<file path="src/rtl/mem_arbiter_if.sv">
// Two-requester memory arbiter bus: requester A/B request, ack and read-data
// signals plus the single-ported memory connection.
interface mem_arbiter_if #(
    parameter int BITS  = 16,
    parameter int ADDRW = 8
);
    logic             i_a_req;
    logic             i_b_req;
    logic             i_a_rw;
    logic             i_b_rw;
    logic [ADDRW-1:0] i_a_addr;
    logic [ADDRW-1:0] i_b_addr;
    logic [BITS-1:0]  i_a_data;
    logic [BITS-1:0]  i_b_data;
    logic             o_a_ack;
    logic             o_b_ack;
    logic [BITS-1:0]  o_a_data;
    logic [BITS-1:0]  o_b_data;
    logic             o_mem_rw;
    logic [ADDRW-1:0] o_mem_addr;
    logic [BITS-1:0]  o_mem_data;
    logic [BITS-1:0]  i_mem_data;
    logic             o_busy;

    modport slave (
        input  i_a_req, i_b_req, i_a_rw, i_b_rw, i_a_addr, i_b_addr,
               i_a_data, i_b_data, i_mem_data,
        output o_a_ack, o_b_ack, o_a_data, o_b_data,
               o_mem_rw, o_mem_addr, o_mem_data, o_busy
    );

    modport master (
        output i_a_req, i_b_req, i_a_rw, i_b_rw, i_a_addr, i_b_addr,
               i_a_data, i_b_data, i_mem_data,
        input  o_a_ack, o_b_ack, o_a_data, o_b_data,
               o_mem_rw, o_mem_addr, o_mem_data, o_busy
    );
endinterface

</file>
<file path="src/rtl/mem_arbiter.sv">
// Round-robin arbiter sharing one memory port between requesters A and B.
// Request seen in IDLE -> one ACCESS cycle -> ack in DONE; all outputs registered.
module mem_arbiter #(
    parameter int BITS  = 16,
    parameter int ADDRW = 8
) (
    input logic          i_clk,
    input logic          i_rst,
    mem_arbiter_if.slave bus
);
    typedef enum logic [1:0] {IDLE, ACCESS, DONE} state_t;

    state_t           state_q;
    logic             winner_b_q;
    logic             last_b_q;
    logic             mem_rw_q;
    logic [ADDRW-1:0] mem_addr_q;
    logic [BITS-1:0]  mem_data_q;
    logic             a_ack_q;
    logic             b_ack_q;
    logic [BITS-1:0]  a_data_q;
    logic [BITS-1:0]  b_data_q;
    logic             busy_q;

    logic             grant_b_d;
    logic             rw_d;
    logic [ADDRW-1:0] addr_d;
    logic [BITS-1:0]  data_d;

    // B wins when it is the only requester, or when both request and A had the last grant.
    always_comb begin
        grant_b_d = bus.i_b_req && (!bus.i_a_req || !last_b_q);
        rw_d      = grant_b_d ? bus.i_b_rw   : bus.i_a_rw;
        addr_d    = grant_b_d ? bus.i_b_addr : bus.i_a_addr;
        data_d    = grant_b_d ? bus.i_b_data : bus.i_a_data;
    end

    always_ff @(posedge i_clk) begin
        if (i_rst) begin
            state_q    <= IDLE;
            winner_b_q <= 1'b0;
            last_b_q   <= 1'b1;
            mem_rw_q   <= 1'b0;
            mem_addr_q <= '0;
            mem_data_q <= '0;
            a_ack_q    <= 1'b0;
            b_ack_q    <= 1'b0;
            a_data_q   <= '0;
            b_data_q   <= '0;
            busy_q     <= 1'b0;
        end else begin
            a_ack_q <= 1'b0;
            b_ack_q <= 1'b0;
            case (state_q)
                IDLE: begin
                    if (bus.i_a_req || bus.i_b_req) begin
                        winner_b_q <= grant_b_d;
                        mem_rw_q   <= rw_d;
                        mem_addr_q <= addr_d;
                        mem_data_q <= data_d;
                        busy_q     <= 1'b1;
                        state_q    <= ACCESS;
                    end
                end
                ACCESS: begin
                    // mem_rw_q still carries the latched direction during this cycle.
                    if (!mem_rw_q) begin
                        if (winner_b_q) b_data_q <= bus.i_mem_data;
                        else            a_data_q <= bus.i_mem_data;
                    end
                    mem_rw_q <= 1'b0;
                    a_ack_q  <= !winner_b_q;
                    b_ack_q  <= winner_b_q;
                    state_q  <= DONE;
                end
                DONE: begin
                    last_b_q <= winner_b_q;
                    busy_q   <= 1'b0;
                    state_q  <= IDLE;
                end
                default: begin
                    mem_rw_q <= 1'b0;
                    busy_q   <= 1'b0;
                    state_q  <= IDLE;
                end
            endcase
        end
    end

    assign bus.o_a_ack    = a_ack_q;
    assign bus.o_b_ack    = b_ack_q;
    assign bus.o_a_data   = a_data_q;
    assign bus.o_b_data   = b_data_q;
    assign bus.o_mem_rw   = mem_rw_q;
    assign bus.o_mem_addr = mem_addr_q;
    assign bus.o_mem_data = mem_data_q;
    assign bus.o_busy     = busy_q;
endmodule

</file>
<file path="src/flat_wrapper.sv">
// flat-port wrapper written by rule: the top's interface ports become plain ports
module mem_arbiter_flat 
#(
    parameter int BITS  = 16,
    parameter int ADDRW = 8
)
  (i_clk, i_rst, bus_i_a_req, bus_i_b_req, bus_i_a_rw, bus_i_b_rw, bus_i_a_addr, bus_i_b_addr, bus_i_a_data, bus_i_b_data, bus_i_mem_data, bus_o_a_ack, bus_o_b_ack, bus_o_a_data, bus_o_b_data, bus_o_mem_rw, bus_o_mem_addr, bus_o_mem_data, bus_o_busy);
  mem_arbiter_if #(.BITS(BITS), .ADDRW(ADDRW)) bus_i ();
  input logic i_clk;
  input logic i_rst;
  input wire logic [$bits(bus_i.i_a_req)-1:0] bus_i_a_req;
  input wire logic [$bits(bus_i.i_b_req)-1:0] bus_i_b_req;
  input wire logic [$bits(bus_i.i_a_rw)-1:0] bus_i_a_rw;
  input wire logic [$bits(bus_i.i_b_rw)-1:0] bus_i_b_rw;
  input wire logic [$bits(bus_i.i_a_addr)-1:0] bus_i_a_addr;
  input wire logic [$bits(bus_i.i_b_addr)-1:0] bus_i_b_addr;
  input wire logic [$bits(bus_i.i_a_data)-1:0] bus_i_a_data;
  input wire logic [$bits(bus_i.i_b_data)-1:0] bus_i_b_data;
  input wire logic [$bits(bus_i.i_mem_data)-1:0] bus_i_mem_data;
  output wire logic [$bits(bus_i.o_a_ack)-1:0] bus_o_a_ack;
  output wire logic [$bits(bus_i.o_b_ack)-1:0] bus_o_b_ack;
  output wire logic [$bits(bus_i.o_a_data)-1:0] bus_o_a_data;
  output wire logic [$bits(bus_i.o_b_data)-1:0] bus_o_b_data;
  output wire logic [$bits(bus_i.o_mem_rw)-1:0] bus_o_mem_rw;
  output wire logic [$bits(bus_i.o_mem_addr)-1:0] bus_o_mem_addr;
  output wire logic [$bits(bus_i.o_mem_data)-1:0] bus_o_mem_data;
  output wire logic [$bits(bus_i.o_busy)-1:0] bus_o_busy;
  assign bus_i.i_a_req = bus_i_a_req;
  assign bus_i.i_b_req = bus_i_b_req;
  assign bus_i.i_a_rw = bus_i_a_rw;
  assign bus_i.i_b_rw = bus_i_b_rw;
  assign bus_i.i_a_addr = bus_i_a_addr;
  assign bus_i.i_b_addr = bus_i_b_addr;
  assign bus_i.i_a_data = bus_i_a_data;
  assign bus_i.i_b_data = bus_i_b_data;
  assign bus_i.i_mem_data = bus_i_mem_data;
  assign bus_o_a_ack = bus_i.o_a_ack;
  assign bus_o_b_ack = bus_i.o_b_ack;
  assign bus_o_a_data = bus_i.o_a_data;
  assign bus_o_b_data = bus_i.o_b_data;
  assign bus_o_mem_rw = bus_i.o_mem_rw;
  assign bus_o_mem_addr = bus_i.o_mem_addr;
  assign bus_o_mem_data = bus_i.o_mem_data;
  assign bus_o_busy = bus_i.o_busy;
  mem_arbiter #(.BITS(BITS), .ADDRW(ADDRW)) u_core (.i_clk(i_clk), .i_rst(i_rst), .bus(bus_i));
endmodule
</file>
<file path="config.mk">
export PLATFORM = sky130hd
export DESIGN_NAME = mem_arbiter_flat
export DESIGN_NICKNAME = d
export VERILOG_FILES = /design/src/rtl/mem_arbiter_if.sv /design/src/rtl/mem_arbiter.sv /design/src/flat_wrapper.sv
export SDC_FILE = /design/constraint.sdc
export NUM_CORES = 1
export LEC_CHECK = 0
export ABC_AREA = 1
export ABC_CLOCK_PERIOD_IN_PS = 1300
export CORE_MARGIN = 1.5
export CORE_UTILIZATION = 40
export DETAILED_ROUTE_END_ITERATION = 10
export GPL_TIMING_DRIVEN = 0
export HOLD_SLACK_MARGIN = 0.12
export PLACE_DENSITY = 0.79
export RECOVER_POWER = 100
export SKIP_CTS_REPAIR_TIMING = 1
export SLEW_MARGIN = 20
export SYNTH_ARGS = -nofsm -noshare
export SYNTH_HDL_FRONTEND = slang
export SYNTH_SLANG_ARGS = --single-unit
</file>
<file path="constraint.sdc">
create_clock -name i_clk -period 1.3 [get_ports i_clk]
set_input_delay 0.13 -clock i_clk [delete_from_list [all_inputs] [get_ports i_clk]]
set_output_delay 0.13 -clock i_clk [all_outputs]
set_load 0.01 [all_outputs]
</file>
==> out/qor.csv <==
metric,value,unit
drc violations,0,
register area share after synthesis,47.96,%
initial antenna violation count,0,
Mean Syn Cell Area,6.903,µm²
Worst setup EP type,flop,
Area contributors post-synth,"dfxtp_1 (48%), nor2_1 (16%), nand2_1 (9.8%), o21ai_0 (7.3%), inv_1 (4.5%)",
sw frac,26.55,%
CP Data Arrival Time,1490,ps
Vias/cell,4.753,
post-synth cell types,20,
clk buf depth,2,
die footprint,7177,µm²
row count,29,
Layout Nets,607,
P&R area growth vs syn,66.14,%
critical path launch point type,flop,
Internal,4.087,mW
max-slew violations,0,
layout cells sized above 1,10.52,%
Yosys warnings,0,
Worst-path clk slew,80,ps
Syn Std Cell Area,2671,µm²
"Hold Vio Cnt, Final",0,
register bit total from synthesis,64,
overall routing resource usage,21.95,%
min-delay worst type,input port to flop,
Congestion Overflow GR,0,
pre-CTS WS,-444.6,ps
fill cell count,558,
Core ar.,6386,µm²
clk_lat worst skew,330,ps
# setup viols final,0,
pwr dens,1254,nW/µm²
Peak VDD IR,0.8370,mV
Ant. Diodes,0,
post-layout util,69.49,%
Synth area leader,dfxtp_1,
Yosys top cell area share,47.96,%
Sequential Power Share,39.8,%
# Max-Cap Violations,0,
Hold WS,404.6,ps
Iteration-0 DRC Markers,86,
Buffers on Ports,129,
number of global-route vias before repair,2774,
largest net degree at the start of global routing,13,
dpl cells,593,
Die Y,84.72,µm
syn nets,457,
Clk pwr share,38.5,%
setup_tns,0,ps
post-DR wirelength/cell,12.83,µm
clock skew,8.082,ps
dpl cell area,4059,µm²
number of antenna-violating nets in the routed design,0,
WS Path Type,flop to flop,
Initial Util,41.83,%
# IOs,130,
H-tree level count,3,
leakage power,1.870,nW
area of the multi-input gates,1161,µm²
Detailed Place HPWL,5.694,mm
setup ws final,31.67,ps
"most common cell after layout, fill and taps aside",nor2_1,
Combinational Power Share,21.7,%
Die X-Extent,84.72,µm
switching pwr,1.477,mW
post-route design area,4438,µm²
WP data required,1520,ps
Final min period,1268,ps
Final Instance Count excl. Fillers,619,
relative slew slack,70.13,%
GP Congestion,0.7787,
Tot Pwr,5.563,mW
Clock Sinks,64,
outcome,finished clean,
most frequent cells in the layout,"nor2_1 (111), clkdlybuf4s50_1 (69), nand2_1 (68)",
sequential cell area,1287,µm²
Clock Root Buffer,clkbuf_8,
Gate Count Post-Synth,387,
CP max FO,10,
DRT Wirelength,7.939,mm
total CTS buffers,9,
DR pass1 iterations,4,
flop-to-flop setup slack,30,ps
Tcrit/Tclk final,97.56,%
Tightest Pin Transition,448.0,ps
Achievable Freq,0.7884,GHz
global-route wire length before repair,12.52,mm
CTS tree,done,
Via Count,2942,
## logic make-up after synthesis
family / synth area share (%)
flip-flops: 47.96
buffers and inverters: 8.946
AND/OR/NAND/NOR: 31.66
AO/OA/AOI/OAI: 11.43
## worst paths after layout
| path | cells past startpoint | endpoint | start |
|---|---|---|---|
| min reg2reg | 2 | u_core.bus.o_a_data[7] | u_core.bus.o_a_data[7] |
| max reg2reg | 6 | u_core.bus.o_b_data[5] | u_core.state_q[0] |
| max | 6 | u_core.bus.o_b_data[5] | u_core.state_q[0] |
| min | 3 | u_core.bus.o_a_data[2] | bus_i_mem_data[2] |
## registers in the layout, summed over array words and instances (netlist names)
register and count:
u_core.bus.o_mem_data 16, u_core.last_b_q 1, u_core.bus.o_mem_rw 1, u_core.bus.o_a_ack 1
u_core.bus.o_b_ack 1, u_core.bus.o_b_data 16, u_core.winner_b_q 1, u_core.bus.o_mem_addr 8
u_core.state_q 2, u_core.bus.o_busy 1, u_core.bus.o_a_data 16
## worst max-delay path, stage by stage (launching register included)
cell,delay [ps]
dfxtp_2,370
inv_4,70
nor2_8,140
nand3_4,130
buf_4,200
o21ai_0,190
nor2_1,60
## area by class of cell
type / count / share of cell area, %
inverters: 35 / 3.129
multi-input cells: 267 / 26.16
clock buffers: 10 / 3.101
plain buffers: 20 / 3.158
flip-flops and latches: 64 / 29.01
repair buffers: 140 / 30.67
clock inverters: 6 / 2.594
well taps: 77 / 2.171
## synthesized netlist by cell type, drive strengths merged
cell    count
a21oi      18
buf        12
clkbuf      9
dfxtp      64
inv        35
nand2      71
nand3      21
nor2      114
o21ai      43
## per-layer routing
layer / vias up / GRT usage (%) / part of all wire, %
met3: 12 / 7.768 / 8.9
met5: - / 0 / 0
li1: 1503 / - / -
met4: 0 / 5.865 / 1.1
met2: 128 / 39.39 / 49
met1: 1299 / 24.60 / 41
## power by group through the flow
stage	logic [mW]	registers, mW	clock network, mW
floorplan	0.462	2.31	0
global placement	1.14	2.25	0
detailed placement	1.16	2.25	0
CTS	1.17	2.21	2.17
global route	1.34	2.23	2.28
finish	1.21	2.22	2.14
No activity file was read; power rests on OpenSTA's default activity.
